$ cat src/rtl/aes_inv_key_schedule.sv
// Sequential AES-128 key schedule that supplies round keys 10 down to 0 for decryption.
// It uses one 128-bit working register and four byte S-boxes, shared by forward and inverse steps.
module aes_inv_key_schedule #(
   parameter bit LOAD_LAST = 1'b0
) (
   input  logic         clk,
   input  logic         rst_n,
   input  logic         start,
   input  logic [127:0] key_in,
   input  logic         next,
   output logic [127:0] round_key,
   output logic [3:0]   round_idx,
   output logic         key_valid,
   output logic         busy,
   output logic         done
);

   typedef enum logic [1:0] {StIdle, StExpand, StReady} state_e;

   state_e       state_q, state_d;
   logic [127:0] key_q, key_d;
   logic [3:0]   idx_q, idx_d;
   logic         valid_q, valid_d;
   logic         busy_q, busy_d;

   function automatic logic [7:0] gf_mul(input logic [7:0] a, input logic [7:0] b);
      logic [7:0] p;
      logic [7:0] x;
      p = 8'h00;
      x = a;
      for (int i = 0; i < 8; i++) begin
         if (b[i]) p = p ^ x;
         x = {x[6:0], 1'b0} ^ (x[7] ? 8'h1b : 8'h00);
      end
      return p;
   endfunction

   // S-box as GF(2^8) inverse (x^254, with 0 mapped to 0) followed by the affine map.
   function automatic logic [7:0] sbox(input logic [7:0] x);
      logic [7:0] t;
      logic [7:0] b;
      t = gf_mul(x, x);              // x^2
      t = gf_mul(t, x);              // x^3
      t = gf_mul(gf_mul(t, t), x);   // x^7
      t = gf_mul(gf_mul(t, t), x);   // x^15
      t = gf_mul(gf_mul(t, t), x);   // x^31
      t = gf_mul(gf_mul(t, t), x);   // x^63
      t = gf_mul(gf_mul(t, t), x);   // x^127
      b = gf_mul(t, t);              // x^254
      return b ^ {b[6:0], b[7]} ^ {b[5:0], b[7:6]} ^ {b[4:0], b[7:5]} ^ {b[3:0], b[7:4]}
             ^ 8'h63;
   endfunction

   function automatic logic [7:0] rcon(input logic [3:0] r);
      logic [7:0] c;
      case (r)
         4'd1:    c = 8'h01;
         4'd2:    c = 8'h02;
         4'd3:    c = 8'h04;
         4'd4:    c = 8'h08;
         4'd5:    c = 8'h10;
         4'd6:    c = 8'h20;
         4'd7:    c = 8'h40;
         4'd8:    c = 8'h80;
         4'd9:    c = 8'h1b;
         4'd10:   c = 8'h36;
         default: c = 8'h00;
      endcase
      return c;
   endfunction

   logic [31:0] a0, a1, a2, a3;
   logic [31:0] sel_word, sbox_in, sub_word;
   logic [31:0] fwd_t, n0, n1, n2, n3;
   logic [31:0] p0, p1, p2, p3;

   assign a0 = key_q[127:96];
   assign a1 = key_q[95:64];
   assign a2 = key_q[63:32];
   assign a3 = key_q[31:0];

   // The S-box input is selected by direction: EXPAND uses a3, READY uses a3^a2.
   assign sel_word = (state_q == StExpand) ? a3 : (a3 ^ a2);
   assign sbox_in  = {sel_word[23:0], sel_word[31:24]};

   for (genvar g = 0; g < 4; g++) begin : g_sbox
      assign sub_word[8*g +: 8] = sbox(sbox_in[8*g +: 8]);
   end

   assign fwd_t = sub_word ^ {rcon(idx_q + 4'd1), 24'h0};
   assign n0    = a0 ^ fwd_t;
   assign n1    = a1 ^ n0;
   assign n2    = a2 ^ n1;
   assign n3    = a3 ^ n2;

   assign p3 = a3 ^ a2;
   assign p2 = a2 ^ a1;
   assign p1 = a1 ^ a0;
   assign p0 = a0 ^ sub_word ^ {rcon(idx_q), 24'h0};

   always_comb begin
      state_d = state_q;
      key_d   = key_q;
      idx_d   = idx_q;
      valid_d = valid_q;
      busy_d  = busy_q;
      unique case (state_q)
         StIdle, StReady: begin
            if (start) begin
               key_d = key_in;
               if (LOAD_LAST) begin
                  idx_d   = 4'd10;
                  state_d = StReady;
                  valid_d = 1'b1;
                  busy_d  = 1'b0;
               end else begin
                  idx_d   = 4'd0;
                  state_d = StExpand;
                  valid_d = 1'b0;
                  busy_d  = 1'b1;
               end
            end else if (state_q == StReady && next && idx_q != 4'd0) begin
               key_d = {p0, p1, p2, p3};
               idx_d = idx_q - 4'd1;
            end
         end
         StExpand: begin
            key_d = {n0, n1, n2, n3};
            idx_d = idx_q + 4'd1;
            if (idx_q == 4'd9) begin
               state_d = StReady;
               busy_d  = 1'b0;
               valid_d = 1'b1;
            end
         end
         default: state_d = StIdle;
      endcase
   end

   always_ff @(posedge clk) begin
      if (!rst_n) begin
         state_q <= StIdle;
         key_q   <= '0;
         idx_q   <= '0;
         valid_q <= 1'b0;
         busy_q  <= 1'b0;
      end else begin
         state_q <= state_d;
         key_q   <= key_d;
         idx_q   <= idx_d;
         valid_q <= valid_d;
         busy_q  <= busy_d;
      end
   end

   assign round_key = key_q;
   assign round_idx = idx_q;
   assign key_valid = valid_q;
   assign busy      = busy_q;
   assign done      = valid_q && (idx_q == 4'd0);

endmodule

$ cat config.mk
export PLATFORM = sky130hd
export DESIGN_NAME = aes_inv_key_schedule
export DESIGN_NICKNAME = d
export VERILOG_FILES = /design/src/rtl/aes_inv_key_schedule.sv
export SDC_FILE = /design/constraint.sdc
export NUM_CORES = 2
export LEC_CHECK = 0
export CAP_MARGIN = 5
export CORE_ASPECT_RATIO = 1.75
export CORE_MARGIN = 2
export CORE_UTILIZATION = 25
export CTS_CLUSTER_DIAMETER = 200
export DETAILED_ROUTE_END_ITERATION = 7
export PLACE_DENSITY = 0.44
export RECOVER_POWER = 50
export SLEW_MARGIN = 20
export SYNTH_ARGS = -nofsm -noshare
export SYNTH_HDL_FRONTEND = slang
export SYNTH_SLANG_ARGS = --single-unit
$ cat constraint.sdc
create_clock -name clk -period 23.8 [get_ports clk]
set_input_delay 2.38 -clock clk [delete_from_list [all_inputs] [get_ports clk]]
set_output_delay 2.38 -clock clk [all_outputs]
set_load 0.05 [all_outputs]
# ---- Yosys cells after proc, flatten, opt, wreduce, memory -nomap -nowiden
# Memory sizes are Yosys's and may differ from the RTL's. A register that Yosys moved wholly into a read port is not among the register bits.
# Cells that the tools add are included.
dict set report totals {
  rom_bits 256
  input_bits 132
  output_inout_bits 135
  regBits 136
  latch_bits 0
  mem_bits_rw 0
  mem_count 2
  wordCells 1582
}
# memory depth word_bits read_ports rd_ports_with_merged_regs wr line
set memory_table {}
lappend memory_table {{(name not given)} 16 8 1 1 0 56} ;# case (r)
lappend memory_table {{(name not given)} 16 8 1 0 0 56}
dict set report classes {
  add_sub_neg 2
  muxes 798
  reduce_logical 11
  bitwise 758
  n_eq_ne 6
  magnitude_cmp 0
  multipliers 0
  shift 0
  div 0
}
# operator count
set ops {}
lappend ops {{$mux W8} 416}
lappend ops {{$xor A8 B8 Y8} 380}
lappend ops {{$xor A8 B5 Y8} 364}
lappend ops {{$mux W5} 364}
lappend ops {{$xor A32 B32 Y32} 10}
lappend ops {{$mux W128} 2}
lappend ops {{$pmux W128 S2} 1}
lappend ops {{$mux W32} 1}
lappend ops {{$mux W4} 4}
lappend ops {{$not A4 Y4} 4}
lappend ops {{$pmux W4 S2} 1}
lappend ops {{$add A4 B1 Y4 const B} 1}
lappend ops {{$eq A4 B4 Y1 const B} 1}
lappend ops {{$logic_not A4 Y1} 1}
lappend ops {{$mux W1} 4}
lappend ops {{$mux W2} 2}
lappend ops {{$pmux W1 S2} 2}
lappend ops {{$pmux W2 S2} 1}
lappend ops {{$reduce_and A2 Y1} 2}
lappend ops {{$reduce_bool A4 Y1} 1}
lappend ops {{$sub A4 B1 Y4 const B} 1}
lappend ops {{$logic_and A1 B1 Y1} 3}
lappend ops {{$ne A3 B3 Y1 const B} 1}
lappend ops {{$reduce_and A3 Y1} 1}
lappend ops {{7 further kinds} 7}

# ---- Longest topological paths before layout
dict set report depth {
  ltp_word 221
  ltp_mapped 103
  ltp_nobuf 85
}

# ---- Worst setup path after synthesis
# No wires, ideal clock.
dict set report synth_path {
  path_type {reg-to-reg}
  startpoint {register key_q[55] (netlist: round_key[55])}
  endpoint {register key_q[29] (netlist: round_key[29])}
  required_ns 23.736
  period_less_slack_ns 24.748
  setup_slack_ns -0.948
  t_arrival_ns 24.684
  path_buffers 12
  path_stages_with_launch 95
  setup_ns 0.064
  cell_sequence {dfxtp_1 -> buf_2 -> inv_1 -> nor3_2 -> nor2_4 -> inv_2 -> buf_2 -> buf_1 -> clkbuf_1 -> clkbuf_1 -> ha_1 -> xnor2_1 -> nand3_1 -> o211ai_1 -> xor3_1 -> a31o_1 -> a22oi_1 -> or2_1 -> [59 not listed] -> xnor2_2 -> xnor3_1 -> nand2_1 -> xnor2_1 -> xnor3_1 -> xnor3_1 -> ha_1 -> xor2_1 -> xor3_1 -> nor2_1 -> xnor2_1 -> a21o_1 -> xor2_2 -> xor2_4 -> xnor3_1 -> xor3_1 -> o22a_1 -> nor2_1}
}
dict set report synth_via {
  elab_chain_cells 214
  word_cells_on_any_way 386
  classes_between {mux (193); bitwise (193)}
}
# item line
set synth_lines {}
lappend synth_lines {{from (decl)} 21} ;# logic [127:0] key_q, key_d;
lappend synth_lines {{from (signal assigned)} 149} ;# key_q <= key_d;
lappend synth_lines {{$xor A32 B32 Y32 (*)} 83} ;# assign sel_word = (state_q == StExpand) ? a3 : (a3 ^ a2);
lappend synth_lines {{$mux W32 (*)} 83}
lappend synth_lines {{$mux W5 or $mux W8 (tied branches)} {33, 32}}
lappend synth_lines {{$xor A8 B5 Y8 or $xor A8 B8 Y8 (tied branches)} {33, 32}}
lappend synth_lines {{$xor A8 B8 Y8 or $mux W8 (tied branches)} 32} ;# if (b[i]) p = p ^ x;
lappend synth_lines {{$mux W8 or $xor A8 B8 Y8 (tied branches)} 32}
lappend synth_lines {{$xor A8 B8 Y8 or $mux W8 (tied branches)} 32}
lappend synth_lines {{$mux W8 or $xor A8 B8 Y8 (tied branches)} 32}
lappend synth_lines {{[198 not listed]} n/a}
lappend synth_lines {{$xor A8 B8 Y8 (*)} 50} ;# return b ^ {b[6:0], b[7]} ^ {b[5:0], b[7:6]} ^ {b[4:0], b[7:5]} ^ {b[3:0], b[7:4]}
lappend synth_lines {{$not A4 Y4 (no line) (*)} n/a}
lappend synth_lines {{$xor A32 B32 Y32 (*)} 90} ;# assign fwd_t = sub_word ^ {rcon(idx_q + 4'd1), 24'h0};
lappend synth_lines {{$xor A32 B32 Y32 (*)} 91} ;# assign n0 = a0 ^ fwd_t;
lappend synth_lines {{$xor A32 B32 Y32 (*)} 92} ;# assign n1 = a1 ^ n0;
lappend synth_lines {{$xor A32 B32 Y32 (*)} 93} ;# assign n2 = a2 ^ n1;
lappend synth_lines {{$xor A32 B32 Y32 (*)} 94} ;# assign n3 = a3 ^ n2;
lappend synth_lines {{$pmux W128 S2 (*)} 107} ;# unique case (state_q)
# Every way passes the cells marked *; elsewhere a longest branch is shown, timed or not.
# A chain may end at the register's enable or synchronous reset.

# ---- Worst setup path after layout
dict set report layout_path {
  startpoint {register state_q[0]}
  endpoint {register key_q[50] (netlist: round_key[50])}
}
dict set report layout_via {
  elab_chain_cells 212
  word_cells_on_any_way 396
  classes_between {eq/ne (3); mux (197); bitwise (190); reduce/logical (6)}
}
# item line
set layout_lines {}
lappend layout_lines {{from (decl)} 20} ;# state_e state_q, state_d;
lappend layout_lines {{from (signal assigned)} 142} ;# state_q <= StIdle;
lappend layout_lines {{from (signal assigned)} 148} ;# state_q <= state_d;
lappend layout_lines {{$eq A2 B1 Y1} {83, 107}}
lappend layout_lines {{$mux W32} 83}
lappend layout_lines {{$mux W5 (tied with other cells)} 33} ;# x = {x[6:0], 1'b0} ^ (x[7] ? 8'h1b : 8'h00);
lappend layout_lines {{$xor A8 B5 Y8 or $xor A8 B8 Y8 (tied branches)} {33, 32}}
lappend layout_lines {{$xor A8 B8 Y8 or $mux W8 (tied branches)} 32}
lappend layout_lines {{$mux W8 or $xor A8 B8 Y8 (tied branches)} 32}
lappend layout_lines {{$xor A8 B8 Y8 or $mux W8 (tied branches)} 32}
lappend layout_lines {{$mux W8 or $xor A8 B8 Y8 (tied branches)} 32}
lappend layout_lines {{[193 not listed]} n/a}
lappend layout_lines {{$xor A8 B8 Y8} 32}
lappend layout_lines {{$mux W8} 32}
lappend layout_lines {{$xor A8 B8 Y8 (4 in series)} 50}
lappend layout_lines {{$xor A32 B32 Y32} 90}
lappend layout_lines {{$xor A32 B32 Y32} 91}
lappend layout_lines {{$xor A32 B32 Y32} 92}
lappend layout_lines {{$xor A32 B32 Y32} 93}
lappend layout_lines {{$pmux W128 S2} 107}
# Several ways; a longest one is shown, not always the timed one.

==> results.py <==
metrics = {
    "run_status": {
        "status": "finished, violations left",
        "violations": "max-capacitance violations, max-slew violations",
    },
    "floorplan": {
        "rows": 262,
        "coreArea_um2": 291000,
        "die_h_um": 719,
        "initial_utilization": 0.251,
        "dieArea_um2": 297000,
        "die_x_um": 413,
        "io_pins": 267,
    },
    "global_routing": {
        "grt_max_degree": 77,
        "grt_overflow": 0,
        "first_global_vias": 65100,
        "grt_antenna_before_repair": 18,
        "track_usage": 0.196,
        "grt_pass1_wl_um": 442000,
    },
    "yosys": {
        "ys_top_cells_by_area": "xnor2_1 15%, xnor3_1 11%, nor2_1 6.0%",
        "synth-compound-area-share": 0.185,
        "mappedNetlistArea_um2": 73000,
        "synth_top_family_by_area": "XOR/XNOR gates",
        "synth_top_area_frac": 0.153,
        "synth_edf_count": 0,
        "avgSynthCellArea_um2": 8.45,
        "synthSimpleGateAreaFrac": 0.180,
        "synthMuxAreaShare": 0.0393,
        "synthAdderAreaFrac": 0.00617,
        "ys.flop_type": "dfxtp_1",
        "syn_inst": 8645,
        "synthArstFlopShare": 0,
        "synth_xor_xnor_area_share": 0.465,
        "synth_most_common_cell": "xnor2_1",
        "ys_seq_area_frac": 0.0395,
        "synth_cell_types": 187,
        "syn-num-nets": 8813,
        "synth_seq_cells": 144,
        "synth_largest_area_cell": "xnor2_1",
        "synth_common_cells": "1,275 x xnor2_1, 1,158 x nor2_1, 724 x nand2_1, 458 x xor2_1, 456 x a21oi_1",
        "ys_warn_count": 0,
    },
    "clock_network": {
        "htreeDepth": 4,
        "clockRootBuffer": "clkbuf_16",
        "cts_buffers": 17,
        "cts_num_sinks": 144,
        "clkLatencyLatePin_ps": 530,
        "clk_pin_slew_worst_paths_ps": 100,
        "tritoncts": "yes",
        "cts_max_path_buffers": 2,
        "cts-hold-fix-buffers": 0,
    },
    "critical_path": {
        "path_common_cell": "xnor3_1",
        "critPathCaptureType": "register",
        "r2r_end": "round_key[50]",
        "ff2ff_setup_slack_ps": 930,
        "max_stage_delay_ps": 710,
        "cp_max_fo": 25,
        "slowest_stage": "a2111oi_0",
        "crit_type": "reg -> reg",
        "reg2reg_from": "state_q[0]",
        "crit_required_ps": 24240,
        "crit_end": "round_key[50]",
        "critPathArrivalTime_ps": 23310,
        "reg2reg_depth": 84,
        "cp-startpoint": "state_q[0]",
        "cp-start-kind": "register",
    },
    "route": {
        "antenna_left": 0,
        "num_vias": 65700,
        "via_per_inst": 5.16,
        "drc": 0,
        "dr.pass1.iters": 6,
        "first_iter_violations": 4898,
        "wl_um": 302000,
        "post_drt_wl_per_cell_um": 23.7,
    },
    "finish": {
        "final_area_um2": 81800,
        "fin_nets": 9060,
        "fillers": 31100,
        "multi_input_area_um2": 65400,
        "drive_above_1_share": 0.194,
        "seq_area_um2": 2890,
        "syn_to_final_growth_pct": 12.1,
    },
    "sta": {
        "fin_worst_skew_ps": 38.6,
        "hold_viol_final": 0,
        "setup_viol": 0,
        "report.final.slew_viol_count": 136,
        "fmax_mhz": 43.7,
        "period_needed_ps": 22870,
        "worst_slew_margin_rel": -0.674,
        "tightestPinTransition_ps": 2510,
        "fin_crit_sh": 0.961,
    },
    "place": {
        "place_hpwl_um": 235000,
        "io_buffers": 266,
        "place_congestion": 0.944,
        "dpl-instance-area_um2": 79400,
    },
    "flow_run": {
        "cap_violations": 4,
    },
    "min_path": {
        "hp-class": "reg -> reg",
    },
}
==> per-stage QoR <==
step	TNS, ps	setup slack (ps)	util	hold slack (ps)	cells
final	0	930	0.281	496	12700
after global routing	-44.8	-27.2	0.281	516	12700
after CTS	0	72.3	0.277	502	12700
after detailed placement	-18670	-834	0.273	491	12600
after global placement	-6080	-461	0.273	464	12600
after floorplan	0	114	-	538	8645
==> state kept, by name (all words and copies together) (netlist names), named ones only <==
| signal | cells |
|---|---|
| key_valid | 1 |
| busy | 1 |
| round_idx | 4 |
| round_key | 128 |
| state_q | 2 |
==> routing by layer <==
metal	part of all wire	vias to the layer above	global-route usage
met5	0	-	0
met4	0.050	0	0.0879
met3	0.051	491	0.0227
met2	0.51	2089	0.355
met1	0.39	32400	0.228
li1	-	30700	-
==> placed cells by master (no fill, tap or decap), types with 31 or more instances in the layout <==
cell type / netlist / layout
a22oi_1: 92 / 89
inv_1: 101 / 98
xor3_2: 29 / 32
a221oi_1: 38 / 38
xnor2_1: 1275 / 1203
o21ai_1: 78 / 79
clkdlybuf4s50_1: 0 / 134
and2_1: 60 / 57
or3_1: 42 / 41
mux2_2: 36 / 36
dlygate4sd3_1: 0 / 130
nor2_1: 1158 / 1143
buf_4: 27 / 630
xnor2_2: 163 / 213
o22ai_1: 122 / 122
nor3_1: 181 / 175
a211oi_1: 65 / 65
xnor3_2: 118 / 131
a21oi_1: 456 / 454
o221ai_1: 50 / 49
nand3_1: 184 / 183
nand2b_1: 48 / 47
and3_1: 35 / 35
xnor3_1: 357 / 341
o21a_1: 31 / 31
nor2_2: 35 / 31
o31ai_1: 32 / 31
nand2_1: 724 / 721
xnor3_4: 39 / 42
a31oi_1: 63 / 62
o21ai_0: 387 / 386
xor2_1: 458 / 441
o211ai_1: 71 / 71
dfxtp_1: 144 / 137
xnor2_4: 29 / 51
xor2_2: 64 / 67
xor3_1: 47 / 44
mux2i_1: 226 / 225
==> layout make-up <==
type,instances,share of cell area
well taps,3828,0.0585
multi-input cells,7692,0.799
clock buffers,17,0.00520
repair buffers,910,0.0933
flip-flops and latches,144,0.0353
clock inverters,15,0.00231
diodes,5,0.000153
inverters,127,0.00610
==> critical path: cells and delay by family (launching register included) <==
kind            cells  cell delay [ps]
fa+ha+maj           5             1840
mux                 1              330
buf+inv            14             2230
xor+xnor           43            13340
compound gates      7             2050
flops               1              380
simple gates       14             2540
==> logic make-up after synthesis <==
group,after synthesis
AO/OA/AOI/OAI,1961
XOR/XNOR,2600
adder cells (fa/ha/maj),36
buffers and inverters,809
flip-flops,144
multiplexers,277
AND/OR/NAND/NOR,2818
==> how the worst min path moves through the flow <==
stage	start	end	slack (ps)	depth (start not counted)
floorplan	state_q[1]	state_q[1]	540	2
global placement	busy	busy	460	2
finish	busy	busy	500	2
global route	busy	busy	520	2
detailed placement	busy	busy	490	2
CTS	busy	busy	500	2
==> timing repair <==
action | CTS | global route
pin swaps | 11 | 35
setup endpoints to repair | 92 | 128
resized for setup | 45 | 141
gates cloned | 1 | 2
buffers inserted | 16 | 59
Power is left out: the tool's default activity adds up to more than one toggle a clock period on the data nets, which glitch-free logic cannot reach.
